[config.mk]
export PLATFORM = sky130hd
export DESIGN_NAME = instr_encoder
export DESIGN_NICKNAME = d
export VERILOG_FILES = /design/src/rtl/instr_encoder.sv
export SDC_FILE = /design/constraint.sdc
export NUM_CORES = 1
export LEC_CHECK = 0
export ABC_AREA = 0
export CORE_ASPECT_RATIO = 1.5
export CORE_MARGIN = 2
export CORE_UTILIZATION = 35
export CTS_BUF_LIST = sky130_fd_sc_hd__clkbuf_16
export CTS_CLUSTER_DIAMETER = 80
export DETAILED_ROUTE_END_ITERATION = 8
export PLACE_DENSITY = 0.68
export SYNTH_ARGS = -nofsm -noshare
export SYNTH_HDL_FRONTEND = slang
export SYNTH_SLANG_ARGS = --single-unit
[constraint.sdc]
create_clock -name clock -period 3.9 [get_ports clock]
set_clock_uncertainty 0.1 [all_clocks]
set_input_delay 0.975 -clock clock [delete_from_list [all_inputs] [get_ports clock]]
set_output_delay 0.975 -clock clock [all_outputs]
set_load 0.02 [all_outputs]
[src/rtl/instr_encoder.sv]
// MIPS-subset instruction encoder that streams encoded words into
// instruction memory, one per cycle, from a base address.
module instr_encoder (
  input  logic        clock,
  input  logic        reset,
  input  logic        start,
  input  logic        stop,
  input  logic [7:0]  base,
  input  logic        in_valid,
  output logic        in_ready,
  input  logic [4:0]  mnem,
  input  logic [4:0]  rs,
  input  logic [4:0]  rt,
  input  logic [4:0]  rd,
  input  logic [15:0] imm,
  input  logic [25:0] target,
  output logic        mem_we,
  output logic [7:0]  mem_addr,
  output logic [31:0] mem_wdata,
  output logic [8:0]  count,
  output logic        full,
  output logic        err_invalid,
  output logic [4:0]  err_mnem
);

  typedef enum logic [1:0] {
    IDLE,
    RUN,
    FULL
  } state_t;

  state_t      state;
  state_t      state_nx;
  logic [7:0]  ptr;
  logic        is_r;
  logic        is_i;
  logic        is_j;
  logic        valid_mnem;
  logic [5:0]  fn;
  logic [5:0]  op;
  logic [4:0]  rt_e;
  logic [4:0]  rd_e;
  logic [31:0] enc;
  logic        accept;
  logic        wr;
  logic        bad;
  logic        load;
  logic        last;

  always_comb begin
    is_r = 1'b0;
    is_i = 1'b0;
    is_j = 1'b0;
    fn   = 6'h00;
    op   = 6'h00;
    rt_e = rt;
    rd_e = rd;
    case (mnem)
      5'd0:  begin is_r = 1'b1; fn = 6'h04; end
      5'd1:  begin is_r = 1'b1; fn = 6'h06; end
      5'd2:  begin is_r = 1'b1; fn = 6'h07; end
      5'd3: begin
        is_r = 1'b1;
        fn   = 6'h08;
        rt_e = 5'd0;
        rd_e = 5'd0;
      end
      5'd4:  begin is_r = 1'b1; fn = 6'h20; end
      5'd5:  begin is_r = 1'b1; fn = 6'h21; end
      5'd6:  begin is_r = 1'b1; fn = 6'h22; end
      5'd7:  begin is_r = 1'b1; fn = 6'h23; end
      5'd8:  begin is_r = 1'b1; fn = 6'h24; end
      5'd9:  begin is_r = 1'b1; fn = 6'h25; end
      5'd10: begin is_r = 1'b1; fn = 6'h26; end
      5'd11: begin is_r = 1'b1; fn = 6'h27; end
      5'd12: begin is_j = 1'b1; op = 6'h02; end
      5'd13: begin is_i = 1'b1; op = 6'h04; end
      5'd14: begin is_i = 1'b1; op = 6'h05; end
      5'd15: begin
        is_i = 1'b1;
        op   = 6'h06;
        rt_e = 5'd0;
      end
      5'd16: begin
        is_i = 1'b1;
        op   = 6'h07;
        rt_e = 5'd0;
      end
      5'd17: begin is_i = 1'b1; op = 6'h08; end
      5'd18: begin is_i = 1'b1; op = 6'h09; end
      5'd19: begin is_i = 1'b1; op = 6'h0C; end
      5'd20: begin is_i = 1'b1; op = 6'h0D; end
      5'd21: begin is_i = 1'b1; op = 6'h0E; end
      5'd22: begin is_i = 1'b1; op = 6'h23; end
      5'd23: begin is_i = 1'b1; op = 6'h2B; end
      default: ;
    endcase
  end

  always_comb begin
    enc = 32'h0;
    unique case (1'b1)
      is_r:    enc = {6'h00, rs, rt_e, rd_e, 5'd0, fn};
      is_i:    enc = {op, rs, rt_e, imm};
      is_j:    enc = {op, target};
      default: enc = 32'h0;
    endcase
  end

  assign valid_mnem = is_r | is_i | is_j;
  assign in_ready   = (state == RUN);
  assign accept     = in_valid & in_ready;
  assign wr         = accept & valid_mnem;
  assign bad        = accept & ~valid_mnem;
  assign last       = (ptr == 8'hFF);
  // stop wins over start; start is only honoured outside RUN
  assign load       = start & ~stop & (state != RUN);

  always_comb begin
    state_nx = state;
    unique case (state)
      IDLE: if (load) state_nx = RUN;
      RUN: begin
        if (stop)            state_nx = IDLE;
        else if (wr && last) state_nx = FULL;
      end
      FULL: begin
        if (stop)      state_nx = IDLE;
        else if (load) state_nx = RUN;
      end
      default: state_nx = IDLE;
    endcase
  end

  always_ff @(posedge clock) begin
    if (reset) begin
      state       <= IDLE;
      ptr         <= 8'h00;
      mem_we      <= 1'b0;
      mem_addr    <= 8'h00;
      mem_wdata   <= 32'h0;
      count       <= 9'd0;
      full        <= 1'b0;
      err_invalid <= 1'b0;
      err_mnem    <= 5'd0;
    end else begin
      state  <= state_nx;
      mem_we <= wr;
      if (wr) begin
        mem_addr  <= ptr;
        mem_wdata <= enc;
        count     <= count + 9'd1;
        if (last) full <= 1'b1;
        else      ptr  <= ptr + 8'd1;
      end
      if (bad && !err_invalid) begin
        err_invalid <= 1'b1;
        err_mnem    <= mnem;
      end
      if (load) begin
        ptr         <= base;
        count       <= 9'd0;
        full        <= 1'b0;
        err_invalid <= 1'b0;
        err_mnem    <= 5'd0;
      end
    end
  end

endmodule

Word-level counts from Yosys, hierarchy flattened
Index checks and enable logic that the tools add are counted.
Widths: inputs -> output; s select.
{ "totals": {"ff_bits": 67, "latchBits": 0, "mem_bits_rw": 0, "romBits": 0, "output_inout_bits": 58, "wordCells": 77, "n_memories": 0} }
{ "classes": {"add_sub_neg": 2, "mul": 0, "n_div": 0, "magnitude_cmp": 0, "eq_ne": 29, "shift": 0, "muxes": 16, "n_bitwise": 9, "reduce_logical": 12} }
{ "op_table": {"columns": ["op", "count"], "rows": [
  ["$pmux 6 s12", 2],
  ["$pmux 32 s3", 1],
  ["$eq 5x4->1 const B", 8],
  ["$eq 5x5->1 const B", 8],
  ["$mux 8", 3],
  ["$eq 5x3->1 const B", 4],
  ["$reduce_or 12->1", 1],
  ["$reduce_or 11->1", 1],
  ["$eq 5x2->1 const B", 2],
  ["$mux 5", 2],
  ["$add 9x1->9 const B", 1],
  ["$add 8x1->8 const B", 1],
  ["$eq 8x8->1 const B", 1],
  ["$mux 2", 4],
  ["$pmux 2 s3", 1],
  ["$and 1x1->1", 5],
  ["$eq 5x1->1 const B", 1],
  ["$logic_not 5->1", 1],
  ["$reduce_and 2->1", 2],
  ["$mux 1", 3],
  ["$ne 3x2->1 const B", 1],
  ["$reduce_or 3->1", 1],
  ["$eq 2x1->1 const B", 1],
  ["$eq 2x2->1 const B", 1],
  ["other kinds (9)", 12]
]} }

Depth between registers and ports, before layout
Gate-level depths: netlist of the first run.
{ "depth": {"ltp_word": 10, "depth_mapped": 7} }

Worst setup path before layout of the first run
OpenSTA, ideal clock, no wires.
{ "synth_timing": {"path_type": "input -> register", "from": "in mnem[3]", "to": "reg mem_wdata[11]", "setup_ns": 0.086, "t_arrival_ns": 2.100, "required_time_ns": 3.714, "slack_ns": 1.614, "cell_stages": 5, "path_cell_list": "buf_2 -> and2_1 -> a311oi_1 -> a221oi_1 -> a211oi_1"} }
{ "synth_between": {"elab_chain_len": 6} }
{ "synth_rtl": {"columns": ["item", "line", "text"], "rows": [
  ["from (decl)", "11", "input logic [4:0] mnem,"],
  ["$eq 5x2->1 (tied with other cells)", "58", "case (mnem)"],
  ["$reduce_or 12->1 (no line) / $reduce_or 11->1 (equally long branches)", null, null],
  ["$mux 1", "58", null],
  ["$or 1x1->1 (2 in series)", "110", "assign valid_mnem = is_r | is_i | is_j;"],
  ["$and 1x1->1", "113", "assign wr = accept & valid_mnem;"],
  ["to (signal assigned)", "151", "mem_wdata <= enc;"],
  ["to (decl)", "19", "output logic [31:0] mem_wdata,"]
]} }
Parallel ways exist; a longest one is shown, timed or not.
A chain may end at the register's enable or synchronous reset.

Worst setup path after layout of the first run
{ "layout_timing": {"from": "in mnem[4]", "to": "reg mem_wdata[15]"} }
The elaborated chain is that of the path after synthesis.

==> results of run 1 <==
per-stage QoR:
stage / setup WS (ns) / util / power (mW)
finish: 0.973 / 0.550 / 1.65
global route: 0.729 / 0.550 / 1.71
CTS: 0.969 / 0.550 / 1.67
detailed placement: 0.628 / 0.521 / 0.968
global placement: 0.725 / 0.521 / 0.965
floorplan: 1.61 / - / 0.834
sequential cells by signal, summed over array words and instances (netlist names):
register,flops
err_mnem,5
mem_wdata,31
ptr,8
mem_addr,8
full,1
mem_we,1
count,9
err_invalid,1
state,2
routing by layer:
| layer | track usage | share of wire | up-vias |
|---|---|---|---|
| met1 | 0.233 | 0.39 | 1598 |
| met2 | 0.357 | 0.53 | 110 |
| met5 | 0 | 0 | - |
| met4 | 0.109 | 0.032 | 0 |
| met3 | 0.0454 | 0.051 | 21 |
| li1 | - | - | 1684 |
how the worst min path moves through the flow:
stage / from / endpoint / slack [ns] / cells past startpoint
2_1_floorplan: ptr[4]$_SDFFE_PP0P_ / mem_addr[4]$_SDFFE_PP0P_ / 0.35 / 2
3_3_place_gp: mem_wdata[26]$_SDFFE_PP0P_ / mem_wdata[26]$_SDFFE_PP0P_ / 0.34 / 2
3_5_place_dp: mem_wdata[29]$_SDFFE_PP0P_ / mem_wdata[29]$_SDFFE_PP0P_ / 0.35 / 2
4_1_cts: mem_wdata[29]$_SDFFE_PP0P_ / mem_wdata[29]$_SDFFE_PP0P_ / 0.35 / 2
5_1_grt: mem_wdata[29]$_SDFFE_PP0P_ / mem_wdata[29]$_SDFFE_PP0P_ / 0.37 / 2
6_report: mem_wdata[29]$_SDFFE_PP0P_ / mem_wdata[29]$_SDFFE_PP0P_ / 0.35 / 2
worst max-delay path: stages:
cell             delay (ns)
clkdlybuf4s50_1        0.77
nand2_1                0.41
nand2_1                0.24
buf_4                  0.32
a221oi_1               0.09
a211oi_1               0.24
cells in the mapped netlist, drive strengths merged, types with 2 or more instances:
library cell / n
a2111oi: 3
a211o: 2
a211oi: 11
a21boi: 2
a21oi: 24
a221oi: 17
a311oi: 11
a31oi: 3
and2: 4
and3: 3
buf: 16
clkbuf: 15
dfxtp: 66
ha: 2
inv: 5
mux2i: 4
nand2: 48
nand2b: 5
nand3: 4
nand3b: 2
nand4: 8
nand4b: 2
nor2: 56
nor2b: 5
nor3: 18
nor3b: 4
nor4: 3
o211ai: 5
o21a: 2
o21ai: 10
o31ai: 2
or3: 4
or4: 3
xnor2: 5
xor2: 3
logic make-up after synthesis:
kind of cell / share of synthesized area
DFF: 0.414
buffers and inverters: 0.0494
other: 0.00118
and+or+nand+nor: 0.269
adders and majority gates: 0.00784
muxes: 0.0126
xor gates and xnor gates: 0.0220
AOI/OAI and AO/OA: 0.224
layout make-up:
cell class | instances | area [um2]
well taps | 110 | 138
inverters | 5 | 18.8
clock inverters | 7 | 30.0
multi-input cells | 290 | 1720
fillers | 827 | 3980
clock buffers | 9 | 225
flip-flops and latches | 66 | 1320
repair buffers | 142 | 1400
power groups by stage:
stage / Sequential [mW] / Clock, mW / Combinational (mW)
after floorplan: 0.735 / 0 / 0.0990
after global placement: 0.725 / 0 / 0.240
after detailed placement: 0.726 / 0 / 0.242
after CTS: 0.712 / 0.711 / 0.244
after global routing: 0.713 / 0.735 / 0.264
final: 0.712 / 0.695 / 0.242
==> impl_metrics.tcl, run 1 <==
set metrics [dict create \
    path_class "in2reg" \
    min_path_type "reg2reg" \
    r2r-end "ptr[6]$_SDFFE_PP0P_" \
    ioPinCount 133 \
    synth_area_um2 3190 \
    grt_pass1_wl_um 15900 \
    die-area_um2 9910 \
    die_w_um 81.9 \
    placed_area_um2 4600 \
    seq_power_share 0.432 \
    synth_top_cell_by_area "dfxtp_1" \
    synth_top_flop_cell "dfxtp_1" \
    fin_cells 629 \
    swShare 0.249 \
    clk_latency_ns 0.33 \
    tns_ns 0 \
    synthCells 392 \
    cp-end-kind "flip-flop" \
    drtIter0Drc 142 \
    p_sw_mw 0.411 \
    leakagePower_nw 1.66 \
    synthDistinctLibCells 55 \
    finalMaxSlewViolations 0 \
    drt_pass1_iterations 4 \
    rsz0062_at_grt "false" \
    drive_above_1_share 0.0539 \
    cts-hold-fix-buffers 0 \
    fin_crit_sh 0.750 \
    r2r_cells 5 \
    dp_cells 613 \
    tightest_slew_ns 0.663 \
    core-area_um2 8830 \
    rows 42 \
    p_clk_frac 0.421 \
    internal_power_mw 1.24 \
    fin_area_um2 4850 \
    hold_viol_final 0 \
    drv_cap 0 \
    fp.dieH_um 121 \
    root_buffer "clkbuf_16" \
    area_growth_pct 52.1 \
    track_usage 0.208 \
    peakVddDrop_v 0.000233 \
    crit_fanout 27 \
    cts_setup_buffers 0 \
    drc 0 \
    min_period_ns 2.93 \
    dp_hpwl_um 7330 \
    avgRoutedWirePerCell_um 15.9 \
    avgSynthCellArea_um2 8.14 \
    critical_path_required_ns 4.04 \
    hold_ws_ns 0.350 \
    path_clk_slew_ns 0.05 \
    startpoint "mnem[4]" \
    postRouteAntennaNets 0 \
    worst_ep_arrival_time_ns 3.06 \
    n_antenna_cell 0 \
    htreeDepth 3 \
    r2r_slack_ns 1.88 \
    outcome "finished, final reports clean" \
    powerDensity_nw_per_um2 340 \
    yosysSeqAreaShare 0.414 \
    r2r_start "ptr[0]$_SDFFE_PP0P_" \
    ys_warn_count 0 \
    cts_buffers 9 \
    synth_top_area_share 0.414 \
    start_util 0.361 \
    synth_edf_count 0 \
    netlist_top_cells_area "dfxtp_1 (41%), nor2_1 (6.6%), nand2_1 (5.6%)" \
    ys_seq_elements 66 \
    antenna_found_initial 0 \
    final_cell_mix "clkdlybuf4s50_1 (130), dfxtp_1 (66), nor2_1 (55)" \
    grt_start_max_net_pins 49 \
    wl_um 10000 \
    mostFrequentLayoutCell "clkdlybuf4s50_1" \
    place.port_buffers 131 \
    syn-num-nets 469 \
    clk_path_buf_depth 2 \
    worstSetupEndpoint "mem_wdata[15]$_SDFFE_PP0P_" \
    vias 3413 \
    setup_viol 0 \
    fmax_mhz 342 \
    grt.overflow.total 0 \
    power_frac_comb 0.147 \
    vias_per_cell 5.43 \
    cts-resized-gates 0 \
    gp_congestion 0.829 \
    first_global_vias 3363 \
    num-nets-final 591 \
    maxSlewHeadroom 0.557 \
    cts_tree "done" \
    clkSinkCount 66 \
    async_reset_ff_frac 0 \
    crit_path_start_kind "input pin" \
]
No activity file was read; power rests on OpenSTA's default activity.
==> inputs of run 2 (changes only) <==
Clock period 3.9 ns to 3 ns, I/O delays scaled along.
==> run 2 against run 1 <==
  * Power increased by 30%
  * Largest cell class unchanged
  * Cell count increased by 0.64%
  * Sequential power increased by 30%
==> impl_metrics.tcl, run 2 (synthesis results as in run 1) <==
set metrics [dict create \
    htreeDepth 3 \
    top_usage_layer "met2" \
    vias_per_cell 5.47 \
    final_cell_mix "clkdlybuf4s50_1 (130), dfxtp_1 (66), nor2_1 (55)" \
    seq_area_um2 1320 \
    power.total_mw 2.15 \
    fin_crit_sh 0.830 \
    grtUsageMet1 0.221 \
    n_fill_cell 864 \
    rows 42 \
    gp_congestion 0.894 \
    clkSinkCount 66 \
    max_flop_register "mem_wdata" \
    min_period_ns 2.49 \
    core-area_um2 8830 \
    cts_tree "done" \
    critical_path_required_ns 2.15 \
    first_global_vias 3475 \
    avgRoutedWirePerCell_um 15.9 \
    n_antenna_cell 0 \
    path_class "reg2out" \
    grtUsageMet2 0.365 \
    die-area_um2 9910 \
    largestRegisters "mem_wdata (31), count (9)" \
    min_path_type "reg2reg" \
    postLayoutCoreUtil 0.555 \
    leakagePower_nw 1.70 \
    crit_path_cell_trace "nand2b_1 > inv_1 > clkdlybuf4s50_1" \
    slowest_delay_ns 0.62 \
    critPathSlowestCell "clkdlybuf4s50_1" \
    cts-hold-fix-buffers 0 \
    placed_area_um2 4650 \
    drc 0 \
    maxSlewHeadroom 0.595 \
    use_met3 0.0558 \
    cts_setup_buffers 0 \
    die_w_um 81.9 \
    worst_ep_arrival_time_ns 1.64 \
    area_growth_pct 53.7 \
    crit_path_start_kind "flip-flop" \
    path_clk_slew_ns 0.05 \
    drv_cap 0 \
    root_buffer "clkbuf_16" \
    fmax_mhz 402 \
    mostFrequentLayoutCell "clkdlybuf4s50_1" \
    start_util 0.361 \
    powerDensity_nw_per_um2 439 \
    largest_reg_flops 31 \
    fp.dieH_um 121 \
    multi_input_area_um2 1720 \
    grt.overflow.total 0 \
    clk_path_buf_depth 2 \
    postRouteAntennaNets 0 \
    cts-resized-gates 0 \
    grt_start_max_net_pins 52 \
    clk_latency_ns 0.33 \
    wl_um 10100 \
    drtIter0Drc 126 \
    tns_ns 0 \
    cp_num_buf_inv 2 \
    drive_above_1_share 0.0669 \
    cp-end-kind "output port" \
    peakVddDrop_v 0.000287 \
    outcome "finished, final reports clean" \
    hold_viol_final 0 \
    finalMaxSlewViolations 0 \
    track_usage 0.209 \
    rsz0062_at_grt "false" \
    ioPinCount 133 \
    antenna_found_initial 0 \
    setup_viol 0 \
    num-nets-final 596 \
    critPathTopFamily "buffers and inverters" \
    drt_pass1_iterations 4 \
    fin_area_um2 4900 \
    vias 3460 \
    crit_fanout 5 \
    tightest_slew_ns 0.601 \
    place.port_buffers 131 \
    dp_hpwl_um 7370 \
    cts_buffers 9 \
    grt_pass1_wl_um 15900 \
]
[run 2: per-layer routing]
layer / wire [um] / share of wire / vias to the layer above
met5: 0 / 0 / -
met4: 418 / 0.042 / 0
met3: 574 / 0.057 / 28
met2: 5310 / 0.53 / 124
met1: 3750 / 0.37 / 1614
li1: - / - / 1694
[run 2: metrics by stage]
| stage | setup slack [ns] | hold WS, ns | cells |
|---|---|---|---|
| after CTS | 0.518 | 0.353 | 633 |
| after global placement | 0.258 | 0.343 | 618 |
| final | 0.511 | 0.350 | 633 |
| after floorplan | 0.939 | 0.353 | 392 |
| after global routing | 0.404 | 0.374 | 633 |
| after detailed placement | 0.176 | 0.345 | 618 |
[run 2: path summary, 6_finish.rpt]
kind / from / end / slack (ns) / cells after the start
worst max-delay path: state[0]$_SDFFE_PP0P_ / in_ready / 0.51 / 3
worst min-delay path: mem_wdata[29]$_SDFFE_PP0P_ / mem_wdata[29]$_SDFFE_PP0P_ / 0.35 / 2
worst max register to register: ptr[0]$_SDFFE_PP0P_ / ptr[6]$_SDFFE_PP0P_ / 1.05 / 5
worst min register to register: mem_wdata[29]$_SDFFE_PP0P_ / mem_wdata[29]$_SDFFE_PP0P_ / 0.35 / 2
[run 2: worst reg2reg max path: cells and delay by family, from the launching register on]
| family | cells | cell delay (ns) |
|---|---|---|
| AOI/OAI and AO/OA | 3 | 0.73 |
| adders and majority gates | 1 | 0.23 |
| and+or+nand+nor | 1 | 0.32 |
| DFF | 1 | 0.45 |
[run 2: final cells by class]
class,instances,share of cell area
clock inverters,6,0.00587
well taps,110,0.0281
multi-input cells,290,0.351
flip-flops and latches,66,0.270
repair buffers,147,0.296
inverters,5,0.00383
clock buffers,9,0.0460
[run 2: power breakdown]
part | switching [mW] | leakage [nW] | internal [mW]
clock | 0.362 | 0.135 | 0.541
combinational | 0.150 | 1.03 | 0.172
sequential | 0.0229 | 0.535 | 0.902
total | 0.535 | 1.70 | 1.61
